<file path="config.mk">
export PLATFORM = sky130hd
export DESIGN_NAME = fetch_unit
export DESIGN_NICKNAME = d
export VERILOG_FILES = /design/src/rtl/fetch_unit.sv
export SDC_FILE = /design/constraint.sdc
export NUM_CORES = 1
export LEC_CHECK = 0
export ABC_AREA = 1
export CAP_MARGIN = 20
export CORE_AREA = 2 2 87 131
export CTS_CLUSTER_DIAMETER = 150
export DETAILED_ROUTE_END_ITERATION = 8
export DIE_AREA = 0 0 89 133
export GPL_TIMING_DRIVEN = 0
export PLACE_DENSITY_LB_ADDON = 0.3
export SYNTH_ARGS = -nofsm -noshare
export SYNTH_HDL_FRONTEND = slang
export SYNTH_SLANG_ARGS = --single-unit
</file>
<file path="constraint.sdc">
create_clock -name clk -period 2.3 [get_ports clk]
set_input_delay 0.46 -clock clk [delete_from_list [all_inputs] [get_ports clk]]
set_output_delay 0.46 -clock clk [all_outputs]
set_load 0.01 [all_outputs]
</file>
<file path="src/rtl/fetch_unit.sv">
// Instruction fetch: PC register, condition evaluation, redirect selection and
// an instruction latch that hides the one-cycle synchronous memory latency.
module fetch_unit #(
    parameter int WIDTH = 16
) (
    input  logic             clk,
    input  logic             reset,
    input  logic             fetchPhase,
    input  logic             pcAdd,
    input  logic             pcBranch,
    input  logic             pcJump,
    input  logic [3:0]       flagOp,
    input  logic [4:0]       flags,
    input  logic [WIDTH-1:0] immediate,
    input  logic [WIDTH-1:0] jumpTarget,
    input  logic [WIDTH-1:0] memData,
    output logic [WIDTH-1:0] memAddr,
    output logic [WIDTH-1:0] pc,
    output logic [WIDTH-1:0] pcPlusOne,
    output logic [WIDTH-1:0] instruction,
    output logic             taken,
    output logic             protoErr,
    output logic [15:0]      redirectCount
);

    logic             flagC, flagL, flagF, flagZ, flagN;
    logic             condTrue;
    logic             anyPulse;
    logic             badPattern;
    logic             redirectTaken;
    logic             pending;
    logic [WIDTH-1:0] pcNext;
    logic [WIDTH-1:0] pcRel;
    logic [WIDTH-1:0] instrReg;

    assign {flagC, flagL, flagF, flagZ, flagN} = flags;

    always_comb begin
        condTrue = 1'b1;
        case (flagOp)
            4'h0:    condTrue = flagZ;
            4'h1:    condTrue = ~flagZ;
            4'h2:    condTrue = flagC;
            4'h3:    condTrue = ~flagC;
            4'h4:    condTrue = flagL;
            4'h5:    condTrue = ~flagL;
            4'h6:    condTrue = flagN;
            4'h7:    condTrue = ~flagN;
            4'h8:    condTrue = flagF;
            4'h9:    condTrue = ~flagF;
            4'hA:    condTrue = ~flagL & ~flagZ;
            4'hB:    condTrue = flagL | flagZ;
            4'hC:    condTrue = ~flagN & ~flagZ;
            4'hD:    condTrue = flagN | flagZ;
            default: condTrue = 1'b1;
        endcase
    end

    assign pcPlusOne     = pc + WIDTH'(1);
    assign pcRel         = pc + immediate;
    assign anyPulse      = pcAdd | pcBranch | pcJump;
    assign badPattern    = (pcAdd & pcBranch) | (pcAdd & pcJump) | (pcBranch & pcJump)
                         | (fetchPhase & anyPulse);
    assign redirectTaken = (pcJump | pcBranch) & condTrue;

    always_comb begin
        pcNext = pc;
        if (pcJump)
            pcNext = condTrue ? jumpTarget : pcPlusOne;
        else if (pcBranch)
            pcNext = condTrue ? pcRel : pcPlusOne;
        else if (pcAdd)
            pcNext = pcPlusOne;
    end

    // Addressing memory with pcNext lets memData hold mem[pc] right after an update.
    assign memAddr = reset ? pcNext : '0;

    always_ff @(posedge clk or negedge reset) begin
        if (!reset) begin
            pc            <= '0;
            instrReg      <= '0;
            taken         <= 1'b0;
            protoErr      <= 1'b0;
            redirectCount <= '0;
            pending       <= 1'b1;
        end else begin
            pc      <= pcNext;
            pending <= anyPulse | (pcNext != pc);
            if (pending)
                instrReg <= memData;
            if (pcJump | pcBranch)
                taken <= condTrue;
            if (redirectTaken)
                redirectCount <= redirectCount + 16'd1;
            if (badPattern)
                protoErr <= 1'b1;
        end
    end

    // Fresh memory data is forwarded while the latch is still catching up.
    assign instruction = pending ? memData : instrReg;

endmodule

</file>
# --- After elaboration in Yosys (flattened, before gate mapping) ---
# Index checks and enable logic that the tools add are counted.
totals:
  elab_cells: 53
  output_inout_bits: 82
  register_bits: 51
op_classes:
  eq_ne: 14
  n_addsub: 3
  bitwise: 21
  reduce_logical: 1
  n_mux: 8
op_table:
  columns: ["operator", "n"]
  rows:
  - ["two-way mux 16 bit", 7]
  - ["adder 16 x 1 -> 16 bit, second input constant", 2]
  - ["equality test 4 bit, second input constant", 6]
  - ["adder 16 bit", 1]
  - ["equality test 4 x 3 -> 1 bit, second input constant", 4]
  - ["!= test 16 bit", 1]
  - ["one-hot mux 1 bit (14 select lines)", 1]
  - ["OR 1 bit", 9]
  - ["equality test 4 x 2 -> 1 bit, second input constant", 2]
  - ["bitwise AND 1 bit", 7]
  - ["inverter 1 bit", 5]
  - ["equality test 4 x 1 -> 1 bit, second input constant", 1]
  - ["zero test 4 bit", 1]

# --- Longest topological paths before layout ---
depth:
  ltp_word: 8
  ltp_mapped: 15
  depth_no_buf: 14

# --- Worst setup path after synthesis ---
# No wires, ideal clock.
synth_timing:
  path_type: "register to output"
  startpoint: "reg pc[0]"
  endpoint: "out memAddr[12]"
  arrival_ns: 1.990
  n_path_buf: 0
  path_stages_with_launch: 14
  path_slack_ns: -0.150
  t_required_ns: 1.840
  path_cell_list: "dfrtp_1 -> ha_1 -> fa_1 -> nand3_1 -> nand3_1 -> nand3_1 -> nand3_1 -> nand2_1 -> nand2_1 -> nand2_1 -> nand2_1 -> nand2_1 -> nand2_1 -> a21oi_1"
synth_via:
  elab_chain_cells: 5
  elab_cells_between_ends: 8
  cone_classes: "2 x add/sub; 6 x mux"
synth_rtl:
  columns: ["element", "line", "rtl"]
  rows:
  - ["start, declared", "18", "output logic [WIDTH-1:0] pc,"]
  - ["start signal, assigned", "88", "pc <= pcNext;"]
  - ["adder 16 x 1 -> 16 bit / adder 16 bit (equally long branches)", "59, 60", null]
  - ["two-way mux 16 bit, on equally long branches", "72, 71", null]
  - ["two-way mux 16 bit", "70", "else if (pcBranch)"]
  - ["two-way mux 16 bit (*)", "68", "if (pcJump)"]
  - ["two-way mux 16 bit (*)", "77", "assign memAddr = reset ? pcNext : '0;"]
  - ["end, declared", "17", "output logic [WIDTH-1:0] memAddr,"]
# Every way passes the cells marked *; elsewhere a longest branch is shown, timed or not.

# --- Worst setup path in the final report ---
layout_timing:
  startpoint: "reg pc[7]"
  endpoint: "out memAddr[15]"
# Same word-level chain as after synthesis.

==> impl_summary.log <==
[metrics] outcome: finished, violations left
[metrics] kind of end point of the critical path: primary output
[metrics] DRC violation count after routing: 0
[metrics] Max Cap Violations: 0
[metrics] final setup slack of the worst path: -0.514 ns
[metrics] worst IR drop on VDD: ~0.68 mV
[metrics] CP Data Required Time: 1.84 ns
[metrics] Final #Nets: 1004
[metrics] count of cell types in the netlist: 39
[metrics] Remaining Overflow, GRT: 0
[metrics] Clk Latency, worst-skew pair: ~0.31 ns
[metrics] Post-synth EDFFs: 0
[metrics] worst clock skew: around 0.014 ns
[metrics] Cells after Synth: a little under 700
[metrics] launching element type of the critical path: flip-flop
[metrics] crit path kind: flip-flop to primary output
[metrics] First-pass DRT Iterations: 5
[metrics] Clock transition at path regs: roughly 0.080 ns
[metrics] Inserted Diodes: 0
[metrics] worst relative slew slack: 57.5%
[metrics] final wirelength: 19.1 mm
[metrics] number of placed cells counting well taps: 977
[metrics] number of vias in the routed layout: 5822
[metrics] count of input and output buffers: 142
[metrics] pin count of the biggest net entering global routing: 39
[metrics] final number of max-transition violations: 0
[metrics] initial antenna violation count: 0
[metrics] number of filler cells placed in the layout: 830
[metrics] Max clock buf depth: 2
[metrics] Crit Path Max Fanout: 4
[metrics] number of violations reported at the end of detailed-routing iteration 0: around 450
[metrics] upper clock frequency limit: 355 MHz
[metrics] global placement routability congestion: 0.931
[metrics] H-tree levels: 2
[metrics] endpoint arrival time on the critical path: 2.35 ns
[metrics] type of the worst min-delay path: primary input to asynchronous set/reset pin
[metrics] post-synthesis register bit count: 51
[metrics] DR WL/cell: 17.8 um
[metrics] DIE AREA: 0.0118 mm2
[metrics] share of flip-flops with an asynchronous set or reset after synthesis: between 90% and 100%
[metrics] first-pass GRT wire length: around 27 mm
[metrics] pin slew with the least headroom to its limit: 0.638 ns
[metrics] root cell of the clock tree: sky130_fd_sc_hd__clkbuf_16
[metrics] main flop type after synthesis: sky130_fd_sc_hd__dfrtp_1
[metrics] final cycle utilization of the critical path: 122%
[metrics] die boundary width: 89 um
[metrics] warnings from Yosys: 0
[metrics] Post-Layout Inst Area: roughly 0.0078 mm2
[metrics] Finish-stage setup viols: 19
[metrics] number of top-level pins: 145
[metrics] most frequent cells in the layout: sky130_fd_sc_hd__nand2_1, sky130_fd_sc_hd__inv_1, sky130_fd_sc_hd__clkdlybuf4s50_1, sky130_fd_sc_hd__buf_4, sky130_fd_sc_hd__nand2_2
[metrics] dpl cell area: around 0.0061 mm2
[metrics] hold violation total from the final report: 0
[metrics] number of sinks on the clock net: 51
[metrics] share of the yosys chip area belonging to registers: roughly 28%
[metrics] share of cells above drive strength 1: 39.5%
[metrics] area of the mapped netlist: 0.00451 mm2
[metrics] count of non-filler cells in the finished layout: ~1.1k
[metrics] number of nets still failing antenna checks after routing: 0
[metrics] Register-to-Register Path Depth: 14
[metrics] area added between synthesis and finish: 73.6%
[metrics] vias in the first global route: 5830
[metrics] Detailed Place HPWL: roughly 12 mm
[metrics] RSZ-0062 raised after global routing: yes
[metrics] starting density of the core: roughly two fifths
[metrics] TritonCTS clock tree: yes
[metrics] total track usage: 29.7%
[metrics] net count after synthesis: 768
[metrics] via/cell ratio: 5.44
[metrics] FP Rows: 47
[metrics] leakage power: 3.81 nW
[metrics] die outline height: 133 um
[metrics] time the worst path needs with I/O delays and setup: 2.81 ns
[metrics] core region area: 0.0108 mm2
[metrics] total power per unit cell area: 858 mW/mm2
[metrics] mean post-synth cell area: roughly 6.6 um2
[metrics] CTS Buf Count: 5
[metrics] leading cell type in the layout, fill and taps excluded: sky130_fd_sc_hd__nand2_1
[metrics] violations in the final reports: negative setup slack
[metrics] hold bufs inserted after CTS: 0
logic make-up after synthesis:
kind of cell / share of synthesized area (%)
AND/OR/NAND/NOR: 36.6
buffers and inverters: 10.3
multiplexers: 3.99
XOR/XNOR: 4.66
AO/OA/AOI/OAI: 11.0
adder cells (fa/ha/maj): 5.16
flip-flops: 28.3
sequential cells by signal, indices dropped and copies added (netlist names):
signal	cells
instrReg	16
protoErr	1
pending	1
redirectCount	16
pc	16
taken	1
power by group:
part / internal (mW) / switching, mW
sequential: 1.12 / 0.313
clock: 0.624 / 0.371
combinational: 2.06 / 2.23
total: 3.80 / 2.91
per-stage QoR:
stage	power (mW)	hold WS (ns)	utilization (%)	worst slack, ns	setup TNS, ns
5_1_grt	7.07	0.0585	72.4	-0.599	-7.94
3_3_place_gp	4.25	0.471	56.6	-2.67	-91.36
6_report	6.72	0.0460	72.4	-0.514	-6.36
3_5_place_dp	4.28	0.404	56.8	-1.19	-26.13
2_1_floorplan	3.01	0.164	-	0.00448	0
4_1_cts	6.00	0.0827	67.1	-0.504	-5.90
final cells by class:
type                       count  area [um2]  share of cell area (%)
sequential                    51        1300                    16.6
clock buffer                   5         125                    1.60
tap                          147         184                    2.35
timing repair buffer         230        2110                    26.9
multi-input combinational    523        3520                    45.0
buffer                        17         145                    1.85
inverter                      95         385                    4.92
clock inverter                 3        67.6                   0.863
worst max-delay path: stages (launching register included):
cell and delay [ns]:
sky130_fd_sc_hd__dfrtp_2 0.46, sky130_fd_sc_hd__buf_12 0.13, sky130_fd_sc_hd__nand2_1 0.08, sky130_fd_sc_hd__nor2_1 0.25, sky130_fd_sc_hd__nand2_1 0.15, sky130_fd_sc_hd__o21bai_1 0.17
sky130_fd_sc_hd__nand2_1 0.11, sky130_fd_sc_hd__inv_2 0.08, sky130_fd_sc_hd__nand2_1 0.06, sky130_fd_sc_hd__a21oi_2 0.17, sky130_fd_sc_hd__nand2_2 0.10, sky130_fd_sc_hd__a21oi_2 0.14
sky130_fd_sc_hd__buf_2 0.15
metal layers:
layer / routed length (um) / up-vias / GRT usage, %
met5: 0 / - / 0
li1: - / 2645 / -
met4: 1170 / 0 / 16.8
met3: 1590 / 112 / 6.92
met1: 6550 / 2693 / 30.4
met2: 9780 / 372 / 53.2
cells in the mapped netlist, drive strengths merged (2+ instances only):
| library cell | n | area [um2] |
|---|---|---|
| xnor2 | 5 | 43.8 |
| nor2 | 48 | 215 |
| a21oi | 46 | 230 |
| dfrtp | 50 | 1250 |
| buf | 12 | 86.3 |
| nand3 | 42 | 238 |
| o211ai | 14 | 110 |
| o21ai | 17 | 100 |
| nor3 | 10 | 55.1 |
| xor2 | 19 | 166 |
| clkbuf | 6 | 22.5 |
| nand2 | 263 | 1020 |
| o21bai | 5 | 37.5 |
| mux2 | 16 | 180 |
| ha | 17 | 213 |
| or2 | 2 | 12.5 |
| inv | 94 | 353 |
| nand3b | 2 | 15.0 |
| nand4 | 12 | 75.1 |
what timing repair did:
item,4_1_cts,5_1_grt
setup buffers,49,39
gates resized for setup,350,94
endpoints found under the setup margin,46,31
gates cloned,3,0
pin swaps,59,59
path summary, 6_finish.rpt:
kind,from,end,slack (ns)
setup reg to reg,pc[0],pc[1],0.01
min in group clk,instrReg[9],instrReg[9],0.49
max in group asynchronous,reset,pending,1.70
hold reg to reg,instrReg[9],instrReg[9],0.49
hold / removal,reset,instrReg[12],0.05
setup / recovery,pc[7],memAddr[15],-0.51
(Power assumes the default switching activity.)
